$ cat src/rtl/norm_seq_ctrl.sv
// rtl/norm_seq_ctrl.sv - row-normalization sequencer for the SFP psum path
//
// Purpose: walks a block of psum-memory rows. For each row it reads the row,
// accumulates the local sum, pushes it to the peer core, waits for the peer
// sum, pops it, then runs the SFP divider. It flags a peer timeout and pulses
// done when the block completes.
//
// Ports:
//   clk, reset        single clock; synchronous active-low reset
//   start, num_rows   block request (sampled in IDLE), row count for the block
//   abort             synchronous cancel back to IDLE
//   ext_empty         peer-sum FIFO empty flag
//   pmem_rd/addr      psum-memory read strobe and row address
//   acc_en            local-sum accumulate enable
//   wr_sum            push local sum to the peer FIFO
//   fifo_ext_rd       pop one peer sum
//   div_en            normalize/divide enable
//   busy, done, err   status: not idle, completion pulse, sticky timeout
module norm_seq_ctrl #(
  parameter int unsigned ADDR_BW  = 4,
  parameter int unsigned NORM_LAT = 2,
  parameter int unsigned TIMEOUT  = 255
) (
  input  logic               clk,
  input  logic               reset,
  input  logic               start,
  input  logic [ADDR_BW:0]   num_rows,
  input  logic               abort,
  input  logic               ext_empty,
  output logic               pmem_rd,
  output logic [ADDR_BW-1:0] pmem_addr,
  output logic               acc_en,
  output logic               wr_sum,
  output logic               fifo_ext_rd,
  output logic               div_en,
  output logic               busy,
  output logic               done,
  output logic               err
);

  typedef enum logic [2:0] {
    S_IDLE, S_RD, S_ACC, S_PUSH, S_WAIT, S_EXT, S_NORM, S_DONE
  } state_t;

  localparam logic [ADDR_BW:0] MAX_ROWS  = {1'b1, {ADDR_BW{1'b0}}};
  localparam logic [3:0]       NORM_LAST = 4'(NORM_LAT - 1);
  // One extra NORM cycle with div_en low, used only between rows, gives the
  // row-advance slot so the next RD shows the incremented address.
  localparam logic [3:0]       NORM_ADV  = 4'(NORM_LAT);
  localparam logic [7:0]       WAIT_LAST = 8'(TIMEOUT - 1);

  state_t             state_q, state_d;
  logic [ADDR_BW:0]   row_q, row_d;
  logic [ADDR_BW:0]   n_reg_q, n_reg_d;
  logic [7:0]         wait_cnt_q, wait_cnt_d;
  logic [3:0]         norm_cnt_q, norm_cnt_d;
  logic               err_q, err_d;

  logic               pmem_rd_q, pmem_rd_d;
  logic [ADDR_BW-1:0] pmem_addr_q, pmem_addr_d;
  logic               acc_en_q, acc_en_d;
  logic               wr_sum_q, wr_sum_d;
  logic               fifo_ext_rd_q, fifo_ext_rd_d;
  logic               div_en_q, div_en_d;
  logic               busy_q, busy_d;
  logic               done_q, done_d;

  always_comb begin
    state_d    = state_q;
    row_d      = row_q;
    n_reg_d    = n_reg_q;
    wait_cnt_d = wait_cnt_q;
    norm_cnt_d = norm_cnt_q;
    err_d      = err_q;

    if (abort) begin
      state_d = S_IDLE;
    end else begin
      case (state_q)
        S_IDLE: begin
          if (start) begin
            n_reg_d = (num_rows > MAX_ROWS) ? MAX_ROWS : num_rows;
            row_d   = '0;
            err_d   = 1'b0;
            state_d = (num_rows == '0) ? S_DONE : S_RD;
          end
        end
        S_RD:   state_d = S_ACC;
        S_ACC:  state_d = S_PUSH;
        S_PUSH: begin
          wait_cnt_d = '0;
          state_d    = S_WAIT;
        end
        S_WAIT: begin
          if (!ext_empty) begin
            state_d = S_EXT;
          end else if (wait_cnt_q == WAIT_LAST) begin
            err_d   = 1'b1;
            state_d = S_IDLE;
          end else begin
            wait_cnt_d = wait_cnt_q + 8'd1;
          end
        end
        S_EXT: begin
          norm_cnt_d = '0;
          state_d    = S_NORM;
        end
        S_NORM: begin
          if (norm_cnt_q == NORM_ADV) begin
            row_d   = row_q + 1'b1;
            state_d = S_RD;
          end else if (norm_cnt_q == NORM_LAST && row_q == n_reg_q - 1'b1) begin
            state_d = S_DONE;
          end else begin
            norm_cnt_d = norm_cnt_q + 4'd1;
          end
        end
        S_DONE:  state_d = S_IDLE;
        default: state_d = S_IDLE;
      endcase
    end

    // Outputs are decoded from the next state so the registered copies
    // line up with the state register.
    pmem_rd_d     = (state_d == S_RD);
    pmem_addr_d   = (state_d == S_RD) ? row_d[ADDR_BW-1:0] : '0;
    acc_en_d      = (state_d == S_ACC);
    wr_sum_d      = (state_d == S_PUSH);
    fifo_ext_rd_d = (state_d == S_EXT);
    div_en_d      = (state_d == S_NORM) && (norm_cnt_d != NORM_ADV);
    busy_d        = (state_d != S_IDLE);
    done_d        = (state_d == S_DONE);
  end

  always_ff @(posedge clk) begin
    if (!reset) begin
      state_q       <= S_IDLE;
      row_q         <= '0;
      n_reg_q       <= '0;
      wait_cnt_q    <= '0;
      norm_cnt_q    <= '0;
      err_q         <= 1'b0;
      pmem_rd_q     <= 1'b0;
      pmem_addr_q   <= '0;
      acc_en_q      <= 1'b0;
      wr_sum_q      <= 1'b0;
      fifo_ext_rd_q <= 1'b0;
      div_en_q      <= 1'b0;
      busy_q        <= 1'b0;
      done_q        <= 1'b0;
    end else begin
      state_q       <= state_d;
      row_q         <= row_d;
      n_reg_q       <= n_reg_d;
      wait_cnt_q    <= wait_cnt_d;
      norm_cnt_q    <= norm_cnt_d;
      err_q         <= err_d;
      pmem_rd_q     <= pmem_rd_d;
      pmem_addr_q   <= pmem_addr_d;
      acc_en_q      <= acc_en_d;
      wr_sum_q      <= wr_sum_d;
      fifo_ext_rd_q <= fifo_ext_rd_d;
      div_en_q      <= div_en_d;
      busy_q        <= busy_d;
      done_q        <= done_d;
    end
  end

  assign pmem_rd     = pmem_rd_q;
  assign pmem_addr   = pmem_addr_q;
  assign acc_en      = acc_en_q;
  assign wr_sum      = wr_sum_q;
  assign fifo_ext_rd = fifo_ext_rd_q;
  assign div_en      = div_en_q;
  assign busy        = busy_q;
  assign done        = done_q;
  assign err         = err_q;

endmodule

$ cat config.mk
export PLATFORM = sky130hd
export DESIGN_NAME = norm_seq_ctrl
export DESIGN_NICKNAME = d
export VERILOG_FILES = /design/src/rtl/norm_seq_ctrl.sv
export SDC_FILE = /design/constraint.sdc
export NUM_CORES = 1
export LEC_CHECK = 0
export CAP_MARGIN = 10
export CORE_UTILIZATION = 40
export DETAILED_ROUTE_END_ITERATION = 7
export GPL_TIMING_DRIVEN = 0
export PLACE_DENSITY = 0.65
export SLEW_MARGIN = 10
export SYNTH_ARGS = -nofsm -noshare
export SYNTH_HDL_FRONTEND = slang
export SYNTH_SLANG_ARGS = --single-unit
$ cat constraint.sdc
create_clock -name clk -period 3 [get_ports clk]
set_clock_uncertainty 0.2 [all_clocks]
set_input_delay 0.45 -clock clk [delete_from_list [all_inputs] [get_ports clk]]
set_output_delay 0.45 -clock clk [all_outputs]
set_load 0.01 [all_outputs]
==> impl_metrics.json, run 1 <==
{
  "status": "completed",
  "syn_to_final_growth_pct": 19.2,
  "cts_made_buffers": 5,
  "setup_slack_ps": 521,
  "cts_tree": "done",
  "syn-num-nets": 241,
  "cts_resized": 0,
  "tightest_slew_ps": 554,
  "antenna_found_initial": 0,
  "grt_pass1_vias": 1534,
  "num_rows": 25,
  "rsz0062_at_grt": "false",
  "required_ps": 2970,
  "netlist_instances": 224,
  "hold_buffers": 0,
  "p_leak_nw": 0.863,
  "io_pins": 22,
  "seq_area_frac_synth": 0.373,
  "first_pass_iters": 4,
  "drc": 0,
  "overflow": 0,
  "wl_met2_mm": 1.94,
  "final_nets": 269,
  "die_w_um": 72.5,
  "ys_warn_count": 0,
  "core_mm2": 0.00475,
  "period_needed_ps": 2480,
  "hold_path_depth": 2,
  "die-area_mm2": 0.00525,
  "wl_per_cell_um": 13.3,
  "clkPwrFrac": 0.367,
  "power.total_w": 0.000945,
  "switching_share": 0.259,
  "wl_met3_um": 149,
  "period_share": 0.826,
  "drt_iter0_drc": 43,
  "seqPwrFrac": 0.532,
  "cap_violations": 0,
  "dp_hpwl_mm": 3.14,
  "vias": 1640,
  "hp-class": "register to register",
  "slew-limit-headroom": 0.630,
  "synthArstFlopShare": 0,
  "final_cells": 320,
  "avgSynthCellArea_um2": 8.86,
  "synth_area_mm2": 0.00199,
  "vias_per_cell": 5.13,
  "fmax_mhz": 403,
  "start_util": 0.418,
  "gp_congestion": 0.893,
  "grt_max_degree": 13,
  "yosysMostFrequentCell": "dfxtp_1",
  "reg2reg_slack_ps": 520,
  "cts_buffer_depth": 2,
  "setup_tns_ps": 0,
  "hold_viol": 0,
  "startpoint_type": "register",
  "grt_pass1_wl_mm": 7.07,
  "finalSetupViolCount": 0,
  "synth_edf_count": 0,
  "cts_max_level": 2,
  "dp_slack_ps": 369,
  "slew_violations": 0,
  "p_sw_w": 0.000245,
  "n_antenna_cell": 0,
  "synth_ff_type": "dfxtp_1",
  "highest_layer": "met4",
  "synth_cell_type_count": 54,
  "synth.largest_area_cell": "dfxtp_1",
  "crit_path_end_kind": "register",
  "crit_fanout": 8,
  "io_buffers": 21,
  "synth.area.top_cells": "dfxtp_1 (37%), nor2_1 (6.0%), ha_1 (4.4%)",
  "criticalPathCategory": "register to register",
  "r2r_cells": 7,
  "cts_root_buf": "clkbuf_8",
  "clkSinkCount": 37,
  "combPwrFrac": 0.101,
  "reg2reg_to": "div_en$_SDFF_PN0_",
  "die_y_um": 72.5,
  "rr_startpoint": "norm_cnt_q[0]$_SDFF_PN0_",
  "clkLatencyLatePin_ps": 290,
  "drt_wl_total_mm": 4.27,
  "ys_ff_latch": 37,
  "power.internal_w": 0.000700,
  "holdPathEnd": "wait_cnt_q[5]$_SDFFE_PN0P_",
  "vdd_drop_max_v": 0.000305,
  "worstHoldStart": "wait_cnt_q[5]$_SDFFE_PN0P_",
  "post_cts_buffers": 0,
  "netlist.area_leader.share": 0.373,
  "grt_usage": 0.176,
  "drt.antenna.violating_nets": 0,
  "arrival_ps": 2450,
  "p_per_area_mw_per_mm2": 399,
  "drive_above_1_share": 0.0909,
  "clk_pin_slew_worst_paths_ps": 80,
  "m1WireLength_mm": 2.07,
  "synthTopCellsByCount": "dfxtp_1 (37), nor2_1 (32), nand2_1 (14)",
  "place_inst": 312
}
==> flip-flops by register name, indices dropped and copies added, names as in the netlist <==
register	flops
wait_cnt_q	8
pmem_addr	4
row_q	5
norm_cnt_q	4
div_en	1
state_q	3
busy	1
fifo_ext_rd	1
pmem_rd	1
wr_sum	1
done	1
n_reg_q	5
err	1
acc_en	1
==> worst max path at each step <==
stage                              to                startpoint
3_5_place_dp        div_en$_SDFF_PN0_                     abort
6_report            div_en$_SDFF_PN0_  norm_cnt_q[0]$_SDFF_PN0_
3_3_place_gp        div_en$_SDFF_PN0_                     abort
4_1_cts             div_en$_SDFF_PN0_  norm_cnt_q[0]$_SDFF_PN0_
5_1_grt             div_en$_SDFF_PN0_  norm_cnt_q[0]$_SDFF_PN0_
2_1_floorplan  fifo_ext_rd$_SDFF_PN0_  norm_cnt_q[0]$_SDFF_PN0_
==> worst max-delay path, stage by stage (launching register included) <==
cell	delay, ps
dfxtp_1	490
ha_1	190
or3b_4	390
nor4_4	250
nand3_1	200
a31o_1	250
a221oi_2	300
a2111oi_2	100
==> cell usage in the layout (no fill, tap or decap), types with 2 or more instances in the layout <==
cell | synthesis | final
nor2_1 | 32 | 32
a21o_1 | 3 | 3
a31oi_1 | 3 | 3
clkdlybuf4s50_1 | 0 | 21
nand3b_1 | 3 | 3
inv_1 | 11 | 11
nor2b_1 | 6 | 6
o21a_1 | 5 | 5
dfxtp_1 | 37 | 37
nor3_1 | 10 | 10
xnor2_1 | 5 | 5
nand2b_1 | 2 | 2
xor2_1 | 9 | 9
o22ai_1 | 2 | 2
mux2i_1 | 5 | 5
nand4_1 | 7 | 7
nand3_1 | 5 | 5
clkbuf_1 | 5 | 5
and2_1 | 5 | 5
clkbuf_8 | 0 | 5
clkinv_2 | 0 | 2
ha_1 | 7 | 7
a21oi_1 | 6 | 6
o21ai_0 | 3 | 3
or3_1 | 3 | 3
nand2_1 | 14 | 14
buf_2 | 2 | 2
o21ai_1 | 3 | 3
nor3b_1 | 3 | 3
==> power by group through the flow <==
| stage | Clock [W] | Combinational (W) | Sequential, W |
|---|---|---|---|
| after CTS | 0.000360 | 0.0000960 | 0.000503 |
| after global routing | 0.000379 | 0.000103 | 0.000504 |
| final | 0.000347 | 0.0000954 | 0.000503 |
| after global placement | 0 | 0.0000943 | 0.000514 |
| after floorplan | 0 | 0.0000566 | 0.000515 |
| after detailed placement | 0 | 0.0000956 | 0.000515 |
==> metrics by stage <==
stage | utilization | hold slack, ps | instance area (um2)
after floorplan | - | 272 | 1990
after global placement | 0.479 | 290 | 2280
after detailed placement | 0.479 | 305 | 2280
after CTS | 0.498 | 323 | 2370
after global routing | 0.498 | 359 | 2370
final | 0.498 | 312 | 2370
==> cell families (layout without fill, tap and decap cells) <==
logic type,count (synthesis),count (layout),share of synthesized area
AOI/OAI and AO/OA,40,40,0.169
xor gates and xnor gates,15,15,0.0737
adders and majority gates,7,7,0.0441
buffers and inverters,20,49,0.0391
DFF,37,37,0.373
muxes,5,5,0.0252
and+or+nand+nor,100,100,0.276
==> layout make-up <==
class | count | area, um2
clock buffers | 5 | 68.8
flip-flops and latches | 37 | 741
well taps | 67 | 83.8
repair buffers | 21 | 210
multi-input cells | 167 | 1170
clock inverters | 3 | 17.5
inverters | 13 | 48.8
plain buffers | 7 | 28.8
fillers | 476 | 2390
==> per-layer routing <==
layer,GRT usage,vias to the layer above
met5,0,-
li1,-,845
met1,0.218,757
met4,0.0828,0
met3,0.0472,10
met2,0.285,28
(Power assumes the default switching activity.)
==> inputs of run 2 (changes only) <==
--- a/config.mk
+++ b/config.mk
@@ -9,7 +9,7 @@
 export CORE_UTILIZATION = 40
 export DETAILED_ROUTE_END_ITERATION = 7
 export GPL_TIMING_DRIVEN = 0
-export PLACE_DENSITY = 0.65
+export PLACE_DENSITY = 0.67
 export SLEW_MARGIN = 10
 export SYNTH_ARGS = -nofsm -noshare
 export SYNTH_HDL_FRONTEND = slang
==> constraint.sdc (replaced) <==
create_clock -name clk -period 2.2 [get_ports clk]
set_clock_uncertainty 0.2 [all_clocks]
set_input_delay 0.33 -clock clk [delete_from_list [all_inputs] [get_ports clk]]
set_output_delay 0.33 -clock clk [all_outputs]
set_load 0.01 [all_outputs]
==> impl_metrics.json, run 2 (synthesis results as in run 1) <==
{
  "status": "complete, but fails checks",
  "violations": "negative setup slack",
  "vias": 1719,
  "startpoint_type": "register",
  "final_cell_mix": "dfxtp_1 (31), nor2_1 (28), clkdlybuf4s50_1 (21)",
  "power.internal_w": 0.000972,
  "grt_pass1_wl_mm": 7.88,
  "io_buffers": 21,
  "top_register": "wait_cnt_q",
  "cts_root_buf": "clkbuf_8",
  "tightest_slew_ps": 630,
  "mostFrequentLayoutCell": "dfxtp_1",
  "rsz0062_at_grt": "true",
  "arrival_ps": 2290,
  "hold_viol": 0,
  "grt.busiest_layer": "met2",
  "reg2reg_slack_ps": -120,
  "seq_area_um2": 753,
  "reg2reg_to": "div_en$_SDFF_PN0_",
  "vdd_drop_max_v": 0.000348,
  "seqPwrFrac": 0.515,
  "drt.antenna.violating_nets": 0,
  "p_per_area_mw_per_mm2": 499,
  "grt_util_met2": 0.327,
  "grt_use_met3": 0.0417,
  "slew_violations": 0,
  "drive_above_1_share": 0.259,
  "drc": 0,
  "crit_path_end_kind": "register",
  "final_nets": 279,
  "crit_fanout": 4,
  "switching_share": 0.268,
  "period_needed_ps": 2320,
  "drt_wl_total_mm": 4.65,
  "die-area_mm2": 0.00525,
  "cts_made_buffers": 5,
  "dp_hpwl_mm": 3.12,
  "finalSetupViolCount": 7,
  "largest_reg_flops": 8,
  "syn_to_final_growth_pct": 34.1,
  "die_y_um": 72.5,
  "final_cells": 330,
  "worst_hold_slack_ps": 313,
  "r2r_cells": 6,
  "clkSinkCount": 37,
  "fmax_mhz": 431,
  "clkLatencyLatePin_ps": 290,
  "hp-class": "register to register",
  "grt_pass1_vias": 1693,
  "grt_usage": 0.194,
  "io_pins": 22,
  "n_antenna_cell": 0,
  "cap_violations": 0,
  "period_share": 1.06,
  "grt_max_degree": 14,
  "core_mm2": 0.00475,
  "num_rows": 25,
  "first_pass_iters": 4,
  "gp_congestion": 0.827,
  "endpoint": "div_en$_SDFF_PN0_",
  "clkPwrFrac": 0.367,
  "combPwrFrac": 0.118,
  "worstHoldStart": "wait_cnt_q[5]$_SDFFE_PN0P_",
  "startpoint": "n_reg_q[2]$_SDFFE_PN0P_",
  "use_met1": 0.249,
  "overflow": 0,
  "cts_buffer_depth": 2,
  "antenna_found_initial": 0,
  "criticalPathCategory": "register to register",
  "cts_tree": "done",
  "utilization": 0.560,
  "vias_per_cell": 5.21,
  "required_ps": 2170,
  "p_sw_w": 0.000356,
  "rr_startpoint": "n_reg_q[2]$_SDFFE_PN0P_",
  "drt_iter0_drc": 73,
  "multi_input_area_mm2": 0.00134,
  "clk_pin_slew_worst_paths_ps": 80,
  "start_util": 0.418,
  "setup_slack_ps": -122,
  "p_leak_nw": 0.954,
  "top_regs": "wait_cnt_q x8, n_reg_q x5, row_q x5",
  "place_inst": 312,
  "wl_per_cell_um": 14.1,
  "slew-limit-headroom": 0.577,
  "die_w_um": 72.5,
  "cts_max_level": 2,
  "fill_cells": 428
}
-- run 2: area by class of cell --
type	instances	share of cell area
Tap cell	67	0.0315
Clock inverter	3	0.00799
Clock buffer	5	0.0258
Inverter	13	0.0193
Buffer	7	0.0117
Sequential cell	37	0.283
Multi-Input combinational cell	167	0.503
Timing Repair Buffer	31	0.117
-- run 2: per-stage QoR --
step / setup WS (ps) / cell area, um2 / total power [W] / setup TNS [ps]
after floorplan: -1.85 / 1990 / 0.000780 / -1.85
after global placement: -358 / 2280 / 0.000829 / -2040
after detailed placement: -340 / 2280 / 0.000830 / -2210
after CTS: -191 / 2490 / 0.00132 / -1930
after global routing: -191 / 2660 / 0.00139 / -1420
final: -122 / 2660 / 0.00133 / -477
-- run 2: what timing repair did --
item                       CTS  global route
gates resized for setup     15            39
buffers inserted             6             4
setup endpoints to repair   14            33
hold buffers                 0             0
pin swaps                   12            13
-- run 2: power groups by stage --
stage	combinational [W]	sequential, W	clock [W]
finish	0.000157	0.000684	0.000487
global route	0.000170	0.000685	0.000535
CTS	0.000140	0.000683	0.000495
detailed placement	0.000129	0.000701	0
global placement	0.000128	0.000701	0
floorplan	0.0000772	0.000703	0
-- run 2: critical path, cell delays in order (launching register included) --
cell       delay, ps
dfxtp_2          360
xor3_1           450
nor4_4           400
nand3_2          160
a31o_1           240
a221oi_2         290
a2111oi_2        110
-- run 2: worst min path at each step --
stage | end | cells past startpoint
5_1_grt | n_reg_q[2]$_SDFFE_PN0P_ | 2
3_5_place_dp | wait_cnt_q[5]$_SDFFE_PN0P_ | 2
2_1_floorplan | norm_cnt_q[1]$_SDFF_PN0_ | 1
4_1_cts | wait_cnt_q[5]$_SDFFE_PN0P_ | 2
6_report | wait_cnt_q[5]$_SDFFE_PN0P_ | 2
3_3_place_gp | wait_cnt_q[5]$_SDFFE_PN0P_ | 2
-- run 2: metal layers --
metal  up-vias  wire length, um
li1        863                -
met1       812             2130
met2        36             2260
met3         8              213
met4         0               46
met5         -                0
==> inputs of run 3 (changes only) <==
--- a/config.mk
+++ b/config.mk
@@ -9,7 +9,7 @@
 export CORE_UTILIZATION = 40
 export DETAILED_ROUTE_END_ITERATION = 7
 export GPL_TIMING_DRIVEN = 0
-export PLACE_DENSITY = 0.67
+export PLACE_DENSITY = 0.65
 export SLEW_MARGIN = 10
 export SYNTH_ARGS = -nofsm -noshare
 export SYNTH_HDL_FRONTEND = slang
==> constraint.sdc (replaced) <==
create_clock -name clk -period 2.55 [get_ports clk]
set_clock_uncertainty 0.2 [all_clocks]
set_input_delay 0.3825 -clock clk [delete_from_list [all_inputs] [get_ports clk]]
set_output_delay 0.3825 -clock clk [all_outputs]
set_load 0.01 [all_outputs]
==> impl_metrics.json, run 3 (synthesis results as in run 1) <==
{
  "required_ps": 2550,
  "vias_per_cell": 5.10,
  "die_y_um": 72.5,
  "drt.antenna.violating_nets": 0,
  "io_pins": 22,
  "die-area_mm2": 0.00525,
  "grt_pass1_vias": 1534,
  "worst_hold_slack_ps": 312,
  "power.internal_w": 0.000825,
  "crit_path_end_kind": "register",
  "first_pass_iters": 4,
  "clkLatencyLatePin_ps": 290,
  "criticalPathCategory": "register to register",
  "period_share": 0.955,
  "cts_max_level": 2,
  "cts_root_buf": "clkbuf_8",
  "hold_buffers": 0,
  "cts_buffer_depth": 2,
  "final_cells": 324,
  "hold_viol": 0,
  "io_buffers": 21,
  "n_antenna_cell": 0,
  "drive_above_1_share": 0.117,
  "syn_to_final_growth_pct": 22.0,
  "start_util": 0.418,
  "cap_violations": 0,
  "num_rows": 25,
  "p_leak_nw": 0.886,
  "place_inst": 312,
  "mostFrequentLayoutCell": "dfxtp_1",
  "largest_reg_flops": 8,
  "slew-limit-headroom": 0.615,
  "fill_cells": 467,
  "drt_wl_total_mm": 4.36,
  "cts_made_buffers": 5,
  "top_register": "wait_cnt_q",
  "status": "completed",
  "grt_pass1_wl_mm": 7.07,
  "combPwrFrac": 0.105,
  "dp_hpwl_mm": 3.14,
  "final_cell_mix": "dfxtp_1 (35), nor2_1 (32), clkdlybuf4s50_1 (21)",
  "wl_per_cell_um": 13.4,
  "drt_iter0_drc": 39,
  "finalSetupViolCount": 0,
  "grt_max_degree": 13,
  "drc": 0,
  "vias": 1653,
  "clk_pin_slew_worst_paths_ps": 80,
  "gp_congestion": 0.893,
  "setup_slack_ps": 115,
  "die_w_um": 72.5,
  "clkPwrFrac": 0.367,
  "fmax_mhz": 411,
  "crit_fanout": 8,
  "p_per_area_mw_per_mm2": 462,
  "switching_share": 0.264,
  "seqPwrFrac": 0.527,
  "overflow": 0,
  "final_nets": 273,
  "arrival_ps": 2440,
  "period_needed_ps": 2440,
  "clkSinkCount": 37,
  "antenna_found_initial": 0,
  "core_mm2": 0.00475,
  "cts_tree": "done",
  "startpoint_type": "register",
  "grt_usage": 0.176,
  "hp-class": "register to register",
  "utilization": 0.509,
  "slew_violations": 0,
  "p_sw_w": 0.000295,
  "vdd_drop_max_v": 0.000361,
  "top_regs": "wait_cnt_q x8, n_reg_q x5, row_q x5",
  "tightest_slew_ps": 578,
  "dp_slack_ps": -13.7
}
## run 3: changes by cell type in the layout (fill, tap and decap cells not counted), moves of 3 or more
cell,previous run,this run
buf_6,4,0
dfxtp_1,31,35
dfxtp_2,4,1
inv_1,7,11
inv_2,4,1
nand2_1,11,14
nor2_1,28,32
nor2_2,3,0
nor3_1,6,10
## run 3: power by group through the flow
stage / clock network (W) / logic, W / registers (W)
after floorplan: 0 / 0.0000666 / 0.000606
after global placement: 0 / 0.000111 / 0.000605
after detailed placement: 0 / 0.000112 / 0.000605
after CTS: 0.000423 / 0.000113 / 0.000592
after global routing: 0.000446 / 0.000126 / 0.000592
final: 0.000412 / 0.000118 / 0.000591
## run 3: per-stage QoR
stage                     power (W)  setup TNS [ps]  cell area [um2]
after global routing        0.00116           -2.40             2420
after detailed placement   0.000718           -13.7             2280
final                       0.00112               0             2420
after CTS                   0.00113               0             2370
after global placement     0.000716           -63.4             2280
after floorplan            0.000673               0             1990
## run 3: worst max-delay path, stage by stage, from the launching register on
cell and delay, ps:
dfxtp_4 400, ha_1 140, or3b_4 390, nor4_4 370, a31oi_4 180, nor2_4 180, o211ai_4 140, a2111oi_4 340
## run 3: path summary, 6_finish.rpt
kind                                    from                          to  slack [ps]  depth (start not counted)
hold reg to reg   wait_cnt_q[5]$_SDFFE_PN0P_  wait_cnt_q[5]$_SDFFE_PN0P_         310                          2
hold / removal    wait_cnt_q[5]$_SDFFE_PN0P_  wait_cnt_q[5]$_SDFFE_PN0P_         310                          2
setup / recovery    norm_cnt_q[0]$_SDFF_PN0_      fifo_ext_rd$_SDFF_PN0_         110                          7
setup reg to reg    norm_cnt_q[0]$_SDFF_PN0_      fifo_ext_rd$_SDFF_PN0_         110                          7
## run 3: repair_timing
action	CTS	global route
gates resized for setup	0	6
endpoints found under the setup margin	0	2
buffers inserted	0	4
## run 3: area by class of cell
cell class                      instances  area, um2  area share
Multi-Input combinational cell        167       1190       0.491
Sequential cell                        37        746       0.308
Timing Repair Buffer                   25        240      0.0992
Tap cell                               67       83.8      0.0346
Clock buffer                            5       68.8      0.0284
Inverter                               13       48.8      0.0201
Buffer                                  7       28.8      0.0119
Clock inverter                          3       17.5     0.00723
## run 3: routing by layer
metal / track usage / share of wire
met5: 0 / 0
met4: 0.0828 / 0.021
met3: 0.0472 / 0.029
met2: 0.285 / 0.45
met1: 0.218 / 0.50
